**src/rtl/sync_ram_ctrl.sv**
```systemverilog
// Single-port word RAM with byte-enable writes, a fixed-latency read pipeline
// and a self-clearing INIT sequence entered on reset or on clr_req.
module sync_ram_ctrl #(
  parameter int ADDR_W = 4,
  parameter int WORD_W = 16,
  parameter int RD_LAT = 1
) (
  input  logic                  clk,
  input  logic                  rst,
  input  logic                  req_valid,
  output logic                  req_ready,
  input  logic                  req_we,
  input  logic [ADDR_W-1:0]     req_addr,
  input  logic [WORD_W-1:0]     req_wdata,
  input  logic [WORD_W/8-1:0]   req_be,
  input  logic                  clr_req,
  output logic                  rsp_valid,
  output logic [WORD_W-1:0]     rsp_rdata,
  output logic                  init_busy
);

  localparam int NB    = WORD_W / 8;
  localparam int DEPTH = 1 << ADDR_W;
  localparam logic [ADDR_W-1:0] LAST = ADDR_W'(DEPTH - 1);

  typedef enum logic {S_INIT, S_RUN} state_t;

  state_t              state_q, state_d;
  logic [ADDR_W-1:0]   cnt_q, cnt_d;
  logic [WORD_W-1:0]   mem_q [DEPTH];
  logic [RD_LAT-1:0]   pv_q;
  logic [WORD_W-1:0]   pd_q [RD_LAT];
  logic                wr_acc, rd_acc;

  assign req_ready = (state_q == S_RUN);
  assign init_busy = (state_q == S_INIT);
  assign wr_acc    = req_valid && req_ready && req_we;
  assign rd_acc    = req_valid && req_ready && !req_we;

  always_comb begin
    state_d = state_q;
    cnt_d   = cnt_q;
    case (state_q)
      S_INIT: begin
        cnt_d = cnt_q + 1'b1;
        if (cnt_q == LAST) state_d = S_RUN;
      end
      S_RUN: begin
        if (clr_req) begin
          state_d = S_INIT;
          cnt_d   = '0;
        end
      end
      default: state_d = S_INIT;
    endcase
  end

  always_ff @(posedge clk or posedge rst) begin
    if (rst) begin
      state_q <= S_INIT;
      cnt_q   <= '0;
    end else begin
      state_q <= state_d;
      cnt_q   <= cnt_d;
    end
  end

  // Memory is never reset; the INIT sweep zeroes it instead.
  always_ff @(posedge clk) begin
    if (state_q == S_INIT) begin
      mem_q[cnt_q] <= '0;
    end else if (wr_acc) begin
      for (int b = 0; b < NB; b++) begin
        if (req_be[b]) mem_q[req_addr][8*b +: 8] <= req_wdata[8*b +: 8];
      end
    end
  end

  // Data stages load only behind a valid, so the last stage holds the previous response.
  always_ff @(posedge clk or posedge rst) begin
    if (rst) begin
      pv_q <= '0;
      for (int i = 0; i < RD_LAT; i++) pd_q[i] <= '0;
    end else begin
      pv_q[0] <= rd_acc;
      if (rd_acc) pd_q[0] <= mem_q[req_addr];
      for (int i = 1; i < RD_LAT; i++) begin
        pv_q[i] <= pv_q[i-1];
        if (pv_q[i-1]) pd_q[i] <= pd_q[i-1];
      end
    end
  end

  assign rsp_valid = pv_q[RD_LAT-1];
  assign rsp_rdata = pd_q[RD_LAT-1];

endmodule

```
**config.mk**
```make
export PLATFORM = sky130hd
export DESIGN_NAME = sync_ram_ctrl
export DESIGN_NICKNAME = d
export VERILOG_FILES = /design/src/rtl/sync_ram_ctrl.sv
export SDC_FILE = /design/constraint.sdc
export NUM_CORES = 1
export LEC_CHECK = 0
export BUFFER_PORTS_ARGS = -buffer_cell sky130_fd_sc_hd__buf_2
export CAP_MARGIN = 15
export CORE_MARGIN = 5
export CORE_UTILIZATION = 55
export DETAILED_ROUTE_END_ITERATION = 12
export GPL_TIMING_DRIVEN = 0
export PLACE_DENSITY_LB_ADDON = 0.05
export SLEW_MARGIN = 20
export SYNTH_ARGS = -nofsm -noshare
export SYNTH_HDL_FRONTEND = slang
export SYNTH_SLANG_ARGS = --single-unit
```
**constraint.sdc**
```tcl
create_clock -name clk -period 1.9 [get_ports clk]
set_input_delay 0.38 -clock clk [delete_from_list [all_inputs] [get_ports clk]]
set_output_delay 0.38 -clock clk [all_outputs]
set_load 0.01 [all_outputs]
```
Word-level counts from Yosys, hierarchy flattened
Memory sizes are Yosys's and may differ from the RTL's. A register that Yosys moved wholly into a read port is not among the register bits.
Cells that the tools add are included.

word-level totals
  register bits = 6
  RAM bits = 256
  input port bits = 27
  output and inout bits = 19
  logic and storage cells = 30
  memories kept = 1

memories
  memory  depth  width  read ports  clocked after Yosys merged registers in  wr ports  RTL line  source
  mem_q   16     16     1           1                                        1         30        logic [WORD_W-1:0] mem_q [DEPTH];

cells by class
  add/sub/neg operators = 1
  equal/unequal tests = 2
  mux-type cells = 17
  bitwise operators = 1
  reductions and logical operators = 5

operators by type and width
  kind                 number
  $mux 16              1
  $reduce_or 16->1     1
  $mux 1               11
  $mux 4               2
  $pmux 4 s2           1
  $add 4x1->4 const B  1
  $eq 4x4->1 const B   1
  $logic_and 1x1->1    3
  $mux 2               1
  $ne 2x2->1 const B   1
  $pmux 1 s2           1
  $logic_not 1->1      1
  $not 1->1            1

Logic depth before layout (Yosys ltp)
  depth after elaboration = 7
  depth in mapped cells = 7
  mapped depth without buffers = 4

Worst setup path before layout
Ideal clock, no wire load.

  path type = input to register
  start point = in req_valid
  end point = mem mem_q[13][0], enable pin
  library setup time = 0.370 ns
  data arrival time = 1.758 ns
  required time = 1.530 ns
  slack = -0.228 ns
  cell stages on the path = 5
  path buffers = 2
  cell sequence = clkbuf_1 o2111a_1 clkbuf_1 a31oi_1 nor2_1

on the way
  cells in the longest elaborated chain, start to end = 7
  elaborated cells between the ends (all ways) = 11
  classes of those cells = mux: 8; reduce/logical: 3

ends and longest elaborated chain
  element                                                   RTL line  source
  start: declaration                                        10        input logic req_valid,
  $logic_and 1x1->1 (*) (2 in series)                       37        assign wr_acc = req_valid && req_ready && req_we;
  $mux 1                                                    72        end else if (wr_acc) begin
  $mux 1                                                    70        if (state_q == S_INIT) begin
  $mux 1 (implied by the code)                              74        if (req_be[b]) mem_q[req_addr][8*b +: 8] <= req_wdata[8*b +: 8];
  $reduce_or 16->1 (no source line)                         --
  $mux 4 (no source line) / $mux 2 (equally long branches)  --
  end: declaration                                          30

Mark *: on every way between the ends. The rest lies on a longest branch, timed or not.

Final worst setup path
  start point = reg state_q (netlist: req_ready)
  end point = mem mem_q[6][0], enable pin

on the way
  cells in the longest elaborated chain, start to end = 7
  elaborated cells between the ends (all ways) = 12
  classes of those cells = mux: 9; reduce/logical: 3

ends and longest elaborated chain
  element                                                   RTL line  source
  start: declaration                                        28        state_t state_q, state_d;
  start signal: assignment                                  63        state_q <= state_d;
  $logic_and 1x1->1 (2 in series)                           37
  $mux 1                                                    72
  $mux 1                                                    70
  $mux 1 (implied by the code)                              74
  $reduce_or 16->1 (no source line)                         --
  $mux 4 (no source line) / $mux 2 (equally long branches)  --

Parallel ways exist; a longest one is shown, timed or not.

==> impl_metrics.csv <==
group,metric,value,unit
synthesis,synth_top_area_cell,"edfxtp_1",
floorplanning,ios,46,
worst_setup_path,worstPathCellList,"o2111ai_2 > mux2i_2 > nand2_2 > nor2_4 > buf_4",
floorplanning,core.rowCount,51,
status,violations,"setup timing",
routing,ant_nets,0,
synthesis,synth_common_cells,"edfxtp_1 (256), nand2_1 (64), mux4_2 (62)",
synthesis,ys_seq_elements,278,
placed_design,post-place-ws,-0.6907,ns
synthesis,synth_area_leaders,"edfxtp_1 (70%), mux4_2 (13%), dfrtp_1 (5.0%)",
synthesis,synthFlopType,"edfxtp_1",
clocking,cts_made_buffers,28,
sta,maxSlewViolCount,0,
clocking,cts_tree,"done",
sta,min_period,1.944,ns
worst_setup_path,critical_path_required,2.14,ns
global_routing,antenna_found_initial,0,
global_routing,grt_pass1_wl,37.81,mm
synthesis,synth.yosys.seq_area_share,75.01,%
sta,max_freq,514.5,MHz
global_routing,overflow,0,
hold_path,min-delay-path-class,"input pin to register",
routing,viasPerCell,5.969,
synthesis,syn_inst,585,
sta,worst_slew_margin_rel,32.98,%
worst_setup_path,cp.arrival,2.19,ns
worst_setup_path,path_buf_inv,1,
worst_setup_path,critPathTopFamily,"flip-flops",
routing,routed_wl,25.52,mm
routing,drc,0,
routing,top_layer,"met4",
worst_setup_path,path_max_fanout,5,
floorplanning,die_area,22890,sq um
worst_setup_path,start_kind,"register",
clocking,cts_root_buf,"clkbuf_16",
synthesis,synthesis.area,10980,sq um
routing,wl_met1,10.57,mm
placed_design,numPortBuffers,41,
placed_design,gp_congestion,0.8185,
routing,drtPass1Iterations,5,
clocking,clkSinkCount,278,
global_routing,track_usage,23.08,%
sta,post-route-period-util,102.3,%
synthesis,synthDistinctLibCells,33,
sta,setup_slack,-0.04352,ns
routing,met3_length,1.630,mm
worst_setup_path,timing.critical_path.slowest_stage_cell,"dfrtp_1",
sta,finalHoldViolCount,0,
synthesis,syn_area_per_cell,18.77,sq um
power,leakage,4.806,nW
power,power_density,1341,nW/um^2
clocking,cts_hold_buf,0,
global_routing,grt_max_degree,23,
synthesis,synth_top_area_share,69.99,%
sta,grt_setup_unrepaired,"yes",
worst_setup_path,critical_path_class,"register to register",
clocking,clkSlewWorstSetupHoldPaths,0.06,ns
worst_setup_path,worstSetupEndpointType,"register",
synthesis,synth_edf_count,256,
synthesis,syn_nets,613,
routing,wl_met2,12.63,mm
placed_design,dpl_cell_area,11820,sq um
routing,drt_iter0_markers,580,
cells_and_area,area_delta_synth_final,24.03,%
cells_and_area,layout.nets,735,
global_routing,grt_pass1_vias,6095,
status,status,"finished with violations",
cells_and_area,fill_cells,1260,
synthesis,synth.most_common_cell,"edfxtp_1",
cells_and_area,drive_gt1_share,38.00,%
floorplanning,die_h,151.3,um
floorplanning,coreArea,19590,sq um
placed_design,hpwlAfterDp,16.47,mm
floorplanning,die_x,151.3,um
flow_run,drv_cap,0,
power,ir_drop,0.9068,mV
clocking,clk_latency,0.53,ns
sta,fin_worst_skew,0.01168,ns
worst_setup_path,max_stage_delay,0.42,ns
sta,tightest_slew,1.004,ns
synthesis,yosysWarnings,0,
sta,setup-violations-final,54,
clocking,clockBufferDepth,3,
clocking,h-tree-depth,1,
routing,routedWlPerCell,25.65,um
synthesis,async_reset_ff_share,7.914,%
routing,via_count,5939,
floorplanning,start_util,56.06,%
cells_and_area,fin_area,13620,sq um
-- power breakdown --
part / internal [W] / switching [W]
clock: 0.00341 / 0.00221
combinational: 0.00193 / 0.00238
sequential: 0.00793 / 0.000402
-- sequential cells by signal, indices dropped and copies added, names as in the netlist --
register / flops
rsp_valid: 1
mem_q: 256
req_ready: 1
rsp_rdata: 16
cnt_q: 4
-- per-layer routing --
layer / vias up / track usage, %
met5: - / 0
met1: 3105 / 34.07
met2: 225 / 37.25
met3: 43 / 3.142
li1: 2566 / -
met4: 0 / 5.576
-- path summary, 6_finish.rpt --
kind	startpoint	end	slack, ns	cells after the start
worst min-delay path	clr_req	cnt_q[1]$_DFFE_PP0P_	0.05	2
worst min register to register	rsp_rdata[3]$_DFFE_PP0P_	rsp_rdata[3]$_DFFE_PP0P_	0.49	2
max in group asynchronous	rst	rsp_rdata[6]$_DFFE_PP0P_	1.20	2
worst max-delay path	req_ready$_DFF_PP0_	mem_q[6][0]$_DFFE_PP_	-0.04	5
min in group asynchronous	rst	req_ready$_DFF_PP0_	0.08	2
worst max register to register	req_ready$_DFF_PP0_	mem_q[6][0]$_DFFE_PP_	-0.04	5
-- through the flow --
stage	hold WS, ns	cells	setup TNS (ns)	total power [W]	utilization, %
after global routing	0.05363	994	-6.242	0.01893	69.52
after global placement	0.4817	891	-189.81	0.01146	60.36
final	0.05181	995	-0.7948	0.01826	69.53
after floorplan	0.3692	585	0	0.01051	-
after CTS	0.04153	989	-3.082	0.01812	68.83
after detailed placement	0.4861	891	-223.37	0.01161	60.36
-- layout make-up --
class                      instances  area (sq um)  share of cell area, %
antenna                            1         2.502                0.01837
buffer                            29         197.7                  1.451
clock buffer                      37         775.7                  5.695
clock inverter                    15         178.9                  1.313
inverter                           5         18.77                 0.1378
multi-input combinational        273          2928                  21.49
sequential                       278          8238                  60.48
tap                              265         331.6                  2.434
timing repair buffer              92         950.9                  6.981
-- timing repair --
| item | in CTS | in global routing |
|---|---|---|
| setup endpoints to repair | 421 | 411 |
| pin swaps | 31 | 4 |
| resized for setup | 22 | 22 |
| setup buffers | 46 | 5 |
-- worst reg2reg max path: cells and delay by family, from the launching register on --
| family | cells | cell delay (ns) |
|---|---|---|
| DFF | 1 | 0.42 |
| muxes | 1 | 0.42 |
| and+or+nand+nor | 2 | 0.39 |
| AOI/OAI and AO/OA | 1 | 0.27 |
| buffers and inverters | 1 | 0.17 |
-- cells in the final DEF (no fill, tap or decap), types with 6 or more instances in the layout --
cell type,Yosys,layout
edfxtp_1,256,256
mux4_2,62,62
nand2_1,64,58
buf_2,5,45
nor2_4,0,33
buf_12,2,31
clkbuf_16,0,29
buf_4,5,28
nor2_1,59,26
dfrtp_1,22,22
mux2i_1,17,16
clkbuf_1,15,15
a221o_1,15,15
and2_4,0,10
nand2b_1,6,6
nor3_1,6,6
and2_1,16,6
nand2_2,0,6
-- logic make-up after synthesis --
group                    after synthesis  synth area share, %
multiplexers                          80                14.37
buffers and inverters                 34                1.754
AO/OA/AOI/OAI                         32                2.449
flip-flops                           278                75.01
AND/OR/NAND/NOR                      160                6.311
adder cells (fa/ha/maj)                1               0.1139
Note: power is estimated with default switching activity, not from simulation.
